===== src/rtl/floppy_bank_if.sv =====
// Register bus between the AVR host and the floppy step generator.
// Ports:
//   reg_addr    - 6-bit register address
//   write       - 1 = write, 0 = read; only meaningful while new_req is high
//   new_req     - single-cycle request strobe
//   write_value - write data byte
//   read_value  - registered read data byte, driven by the slave
interface floppy_bank_if;
  logic [5:0] reg_addr;
  logic       write;
  logic       new_req;
  logic [7:0] write_value;
  logic [7:0] read_value;

  modport master (
    output reg_addr,
    output write,
    output new_req,
    output write_value,
    input  read_value
  );

  modport slave (
    input  reg_addr,
    input  write,
    input  new_req,
    input  write_value,
    output read_value
  );
endinterface


===== src/rtl/floppy_bank.sv =====
// Multi-drive floppy step generator with an integrated register decoder.
// Each drive has an enable, a programmable half-period (shadowed, committed by
// the top byte write), head-track tracking and direction reversal at the limits.
// Ports:
//   clk   - system clock
//   rst   - asynchronous reset, active-high
//   bus   - register bus (slave side)
//   step  - per-drive step line
//   dir   - per-drive direction, 0 = toward higher track
//   sel_n - per-drive select, active-low (inverse of the enable bit)
module floppy_bank #(
  parameter int unsigned NUM_DRIVES = 4,
  parameter int unsigned PERIOD_W   = 23,
  parameter int unsigned MAX_TRACK  = 79
) (
  input  logic                  clk,
  input  logic                  rst,
  floppy_bank_if.slave          bus,
  output logic [NUM_DRIVES-1:0] step,
  output logic [NUM_DRIVES-1:0] dir,
  output logic [NUM_DRIVES-1:0] sel_n
);

  localparam int unsigned TRACK_W    = 7;
  localparam int unsigned ADDR_LIMIT = 8 * NUM_DRIVES;

  logic [PERIOD_W-1:0] period  [NUM_DRIVES];
  logic [PERIOD_W-1:0] counter [NUM_DRIVES];
  logic [7:0]          shadow1 [NUM_DRIVES];
  logic [7:0]          shadow2 [NUM_DRIVES];
  logic [TRACK_W-1:0]  track   [NUM_DRIVES];

  // Address decode: upper bits select the drive, lower bits the register.
  logic [2:0] drv_c;
  logic [2:0] off_c;
  logic       in_range_c;
  logic       wr_c;

  assign drv_c      = bus.reg_addr[5:3];
  assign off_c      = bus.reg_addr[2:0];
  assign in_range_c = {1'b0, bus.reg_addr} < 7'(ADDR_LIMIT);
  assign wr_c       = bus.new_req & bus.write & in_range_c;

  // Per-drive write strobes and stepping conditions.
  logic [NUM_DRIVES-1:0] hit_c;
  logic [NUM_DRIVES-1:0] commit_c;
  logic [NUM_DRIVES-1:0] active_c;
  logic [NUM_DRIVES-1:0] tc_c;

  always_comb begin
    hit_c    = '0;
    commit_c = '0;
    active_c = '0;
    tc_c     = '0;
    for (int unsigned d = 0; d < NUM_DRIVES; d++) begin
      hit_c[d]    = wr_c && (drv_c == 3'(d));
      commit_c[d] = hit_c[d] && (off_c == 3'd3);
      // A disable written this cycle already blocks a terminal-count toggle.
      active_c[d] = !sel_n[d] && (period[d] != '0) &&
                    !(hit_c[d] && (off_c == 3'd0) && !bus.write_value[0]);
      tc_c[d]     = counter[d] == (period[d] - PERIOD_W'(1));
    end
  end

  // Read mux: pick the addressed drive's state, then the register within it.
  logic [23:0]        psel_c;
  logic [TRACK_W-1:0] tsel_c;
  logic               esel_c;
  logic               ssel_c;
  logic               dsel_c;
  logic [7:0]         rdata_c;

  always_comb begin
    psel_c  = '0;
    tsel_c  = '0;
    esel_c  = 1'b0;
    ssel_c  = 1'b0;
    dsel_c  = 1'b0;
    rdata_c = '0;
    for (int unsigned d = 0; d < NUM_DRIVES; d++) begin
      if (drv_c == 3'(d)) begin
        psel_c = 24'(period[d]);
        tsel_c = track[d];
        esel_c = !sel_n[d];
        ssel_c = step[d];
        dsel_c = dir[d];
      end
    end
    if (in_range_c) begin
      case (off_c)
        3'd0:    rdata_c = {7'd0, esel_c};
        3'd1:    rdata_c = psel_c[7:0];
        3'd2:    rdata_c = psel_c[15:8];
        3'd3:    rdata_c = psel_c[23:16];
        3'd4:    rdata_c = 8'(tsel_c);
        3'd5:    rdata_c = {6'd0, ssel_c, dsel_c};
        default: rdata_c = '0;
      endcase
    end
  end

  // Read data register: only reads update it.
  always_ff @(posedge clk or posedge rst) begin
    if (rst) begin
      bus.read_value <= '0;
    end else if (bus.new_req && !bus.write) begin
      bus.read_value <= rdata_c;
    end
  end

  // Register writes, step counters and head tracking for every drive.
  always_ff @(posedge clk or posedge rst) begin
    if (rst) begin
      step  <= '0;
      dir   <= '0;
      sel_n <= '1;
      for (int unsigned d = 0; d < NUM_DRIVES; d++) begin
        period[d]  <= '0;
        counter[d] <= '0;
        shadow1[d] <= '0;
        shadow2[d] <= '0;
        track[d]   <= '0;
      end
    end else begin
      for (int unsigned d = 0; d < NUM_DRIVES; d++) begin
        if (hit_c[d]) begin
          case (off_c)
            3'd0:    sel_n[d]   <= !bus.write_value[0];
            3'd1:    shadow1[d] <= bus.write_value;
            3'd2:    shadow2[d] <= bus.write_value;
            3'd3:    period[d]  <= PERIOD_W'({bus.write_value, shadow2[d], shadow1[d]});
            default: ;
          endcase
        end

        // Commit outranks a coincident terminal count: restart without toggling.
        if (commit_c[d]) begin
          counter[d] <= '0;
        end else if (!active_c[d]) begin
          counter[d] <= '0;
          step[d]    <= 1'b0;
        end else if (tc_c[d]) begin
          counter[d] <= '0;
          step[d]    <= !step[d];
          // Head moves on the rising edge of step; reverse at either limit.
          if (!step[d]) begin
            if (!dir[d]) begin
              if (track[d] < TRACK_W'(MAX_TRACK)) begin
                track[d] <= track[d] + TRACK_W'(1);
              end
              if (track[d] >= TRACK_W'(MAX_TRACK - 1)) begin
                dir[d] <= 1'b1;
              end
            end else begin
              if (track[d] != '0) begin
                track[d] <= track[d] - TRACK_W'(1);
              end
              if (track[d] <= TRACK_W'(1)) begin
                dir[d] <= 1'b0;
              end
            end
          end
        end else begin
          counter[d] <= counter[d] + PERIOD_W'(1);
        end
      end
    end
  end

endmodule

===== src/flat_wrapper.sv =====
// flat-port wrapper written by rule: the top's interface ports become plain ports
module floppy_bank_flat 
#(
  parameter int unsigned NUM_DRIVES = 4,
  parameter int unsigned PERIOD_W   = 23,
  parameter int unsigned MAX_TRACK  = 79
)
  (clk, rst, step, dir, sel_n, bus_reg_addr, bus_write, bus_new_req, bus_write_value, bus_read_value);
  floppy_bank_if bus_i ();
  input  logic clk;
  input  logic rst;
  output logic [NUM_DRIVES-1:0] step;
  output logic [NUM_DRIVES-1:0] dir;
  output logic [NUM_DRIVES-1:0] sel_n;
  input wire logic [$bits(bus_i.reg_addr)-1:0] bus_reg_addr;
  input wire logic [$bits(bus_i.write)-1:0] bus_write;
  input wire logic [$bits(bus_i.new_req)-1:0] bus_new_req;
  input wire logic [$bits(bus_i.write_value)-1:0] bus_write_value;
  output wire logic [$bits(bus_i.read_value)-1:0] bus_read_value;
  assign bus_i.reg_addr = bus_reg_addr;
  assign bus_i.write = bus_write;
  assign bus_i.new_req = bus_new_req;
  assign bus_i.write_value = bus_write_value;
  assign bus_read_value = bus_i.read_value;
  floppy_bank #(.NUM_DRIVES(NUM_DRIVES), .PERIOD_W(PERIOD_W), .MAX_TRACK(MAX_TRACK)) u_core (.clk(clk), .rst(rst), .bus(bus_i), .step(step), .dir(dir), .sel_n(sel_n));
endmodule

===== config.mk =====
export PLATFORM = sky130hd
export DESIGN_NAME = floppy_bank_flat
export DESIGN_NICKNAME = d
export VERILOG_FILES = /design/src/rtl/floppy_bank_if.sv /design/src/rtl/floppy_bank.sv /design/src/flat_wrapper.sv
export SDC_FILE = /design/constraint.sdc
export NUM_CORES = 1
export LEC_CHECK = 0
export BUFFER_PORTS_ARGS = -buffer_cell sky130_fd_sc_hd__clkbuf_2
export CORE_MARGIN = 10
export CORE_UTILIZATION = 35
export CTS_CLUSTER_SIZE = 30
export DETAILED_ROUTE_END_ITERATION = 8
export GPL_ROUTABILITY_DRIVEN = 0
export PLACE_DENSITY = 0.57
export SLEW_MARGIN = 20
export SYNTH_ARGS = -nofsm -noshare
export SYNTH_HDL_FRONTEND = slang
export SYNTH_SLANG_ARGS = --single-unit

===== constraint.sdc =====
create_clock -name clk -period 17.79 [get_ports clk]
set_input_delay 0.8895 -clock clk [delete_from_list [all_inputs] [get_ports clk]]
set_output_delay 0.8895 -clock clk [all_outputs]
set_load 0.02 [all_outputs]

==> results.tsv <==
metric	value	unit
setup_viol	0	
cts.path.max_buffers	3	
crit_slowest_cell	nand3_1	
combinationalPowerShare	19.5	%
design_area	19600	µm²
clock-root-buffer	clkbuf_16	
synth-compound-area-share	8.97	%
final.min_clock_period	4.31	ns
fmax	232	MHz
dieArea	59800	µm²
dpl.hpwl	35.6	mm
synth_area_leader_cell	dfrtp_1	
io_buffers	37	
yosysSeqAreaShare	42.0	%
netlist_instances	1819	
syn_avg_cell_area	9.71	µm²
grt_pass1_wl	77.6	mm
crit_required	18.18	ns
core	50100	µm²
crit_fanout	23	
synthTopCellsByCount	dfrtp_1 (292), nor2_1 (200), nand2_1 (180)	
io_pins	38	
syn_nets	1865	
drv_cap	0	
synth.most_common_cell	dfrtp_1	
final_nets	1849	
grtUsageTotal	16.2	%
fin_tns_setup	0	ns
synthArstFlopShare	100	%
clkPwrFrac	38.2	%
post-route-period-util	24.2	%
via_per_inst	5.50	
finalHoldViolCount	0	
drt_iter0_markers	1183	
grt_overflow	0	
r2r_slack	13.48	ns
placementRows	82	
power_frac_seq	42.3	%
synth_edf_count	0	
grt_pass1_vias	13227	
synthDistinctLibCells	84	
arrival	4.70	ns
firstDrtPassIters	5	
worst_pin_slew	1.16	ns
wl_per_cell	19.6	µm
cts_setup_buffers	0	
max_stage_delay	0.72	ns
ir_drop	0.0720	mV
grt_max_degree	173	
p_per_area	101	nW/µm²
drc	0	
skew	0.0177	ns
rsz0062_at_grt	no	
synth_area_leaders	dfrtp_1 (41%), mux2_2 (11%), xor2_1 (5.6%)	
clk_pin_slew	0.06	ns
whs_path_depth	2	
synth-adder-area-share	1.98	%
cp-start-kind	flop	
maxSlewHeadroom	22.8	%
synth-simple-area-share	20.9	%
ant_nets	0	
vias	13767	
wl	49.1	mm
postLayoutCoreUtil	39.1	%
start_util	35.3	%
synthMuxAreaShare	12.0	%
drive_above_1_share	17.4	%
p_int	0.00136	W
crit_path_end_kind	flop	
antenna_found_initial	4	
synth-seq-cells	296	
crit_chain	inv_1 > ha_1 > or3b_2 > nor4b_4 > mux2_1 > or4_4 > nor4_4 > o2111ai_4 > nand3_1 > nor2_1	
ys_warn_count	0	
p_switching	0.000622	W
mappedNetlistArea	17700	µm²
cts_buffers	35	
path_class	flop to flop	
area_growth	11.0	%
die_y	245	µm
synth_top_area_share	41.4	%
slew_viol_final	0	
cts_resized	0	
cts_tree	done	
htree_levels	2	
clock_latency	0.56	ns
status	complete, no violations	
synth_top_family_by_area	simple AND/OR/NAND/NOR gates	
ctsHoldBuffers	0	
synth_ff_type	dfrtp_1	
p_sw_share	31.4	%
synth-xor-area-share	11.2	%
hp-class	flop to flop	
die_w	245	µm
cts_sinks	296	
power.leakage	8.79	nW
ff2ff_path_depth	10	
dpl_cell_area	18400	µm²
==> through the flow <==
step                hold slack, ns  power, W  std cells  setup slack, ns
finish                       0.464   0.00198       2503            13.48
global route                 0.482   0.00209       2502            13.20
CTS                          0.461   0.00200       2502            13.46
detailed placement           0.446   0.00123       2438            13.50
global placement             0.438   0.00122       2438            13.66
floorplan                    0.433   0.00112       1819             8.73
==> registers in the layout, indices dropped and copies added (netlist names) <==
register / cells
u_core.sel_n: 4
u_core.shadow1: 32
u_core.counter: 92
u_core.shadow2: 32
u_core.step: 4
u_core.dir: 4
u_core.bus.read_value: 8
u_core.period: 92
u_core.track: 28
==> routing by layer <==
layer  GRT usage (%)  vias up  routed length [µm]  share of wire [%]
li1                -     6434                   -                  -
met1            21.7     6827               22100                 45
met2            25.2      410               22200                 45
met3            4.68       88                3540                7.2
met4            4.46        8                1130                2.3
met5               0        -                  48              0.098
==> placed cells by master (no fill, tap or decap), drive strengths merged, types with 10 or more instances in the layout <==
| cell type | count |
|---|---|
| clkbuf | 86 |
| nor2 | 200 |
| o22ai | 41 |
| nor3b | 14 |
| o31ai | 11 |
| or4 | 15 |
| nand4 | 40 |
| a211oi | 11 |
| nor2b | 13 |
| xnor2 | 111 |
| or3 | 20 |
| dfrtp | 292 |
| and4 | 10 |
| inv | 35 |
| ha | 28 |
| nand3 | 57 |
| and3 | 19 |
| xor2 | 113 |
| a31oi | 11 |
| nor3 | 57 |
| a21oi | 42 |
| nor4 | 36 |
| nand2 | 181 |
| nand2b | 17 |
| mux2 | 170 |
| o21ai | 48 |
==> cells by family after synthesis <==
family                     Yosys count
DFF                                296
AOI/OAI and AO/OA                  234
adders and majority gates           28
xor gates and xnor gates           225
buffers and inverters              130
muxes                              184
and+or+nand+nor                    722
==> power groups by stage <==
stage	Sequential (W)	Clock [W]	Combinational [W]
5_1_grt	0.000851	0.000806	0.000433
4_1_cts	0.000839	0.000775	0.000386
6_report	0.000839	0.000757	0.000385
2_1_floorplan	0.000810	0	0.000310
3_3_place_gp	0.000848	0	0.000375
3_5_place_dp	0.000850	0	0.000383
==> area by class of cell <==
type                    instances  area (µm²)
flip-flops and latches        296        7410
fillers                      4990       30500
diodes                          1        2.50
repair buffers                 44         250
inverters                      33         131
well taps                     672         841
multi-input cells            1393        9730
clock inverters                14         173
clock buffers                  50        1050
==> worst paths after layout <==
path | from | to
setup / recovery | u_core.period[69] | u_core.counter[82]
setup reg to reg | u_core.period[69] | u_core.counter[82]
max in group asynchronous | rst | u_core.counter[78]
hold reg to reg | u_core.shadow2[2] | u_core.period[10]
hold / removal | u_core.shadow2[2] | u_core.period[10]
min in group asynchronous | rst | u_core.counter[61]
==> critical path, delay by kind of cell, from the launching register on <==
family / cells / cell delay, ns
AND/OR/NAND/NOR: 6 / 2.73
AO/OA/AOI/OAI: 1 / 0.29
multiplexers: 1 / 0.37
adder cells (fa/ha/maj): 1 / 0.21
flip-flops: 1 / 0.42
buffers and inverters: 1 / 0.10
Power figures use the tool's default switching activity.
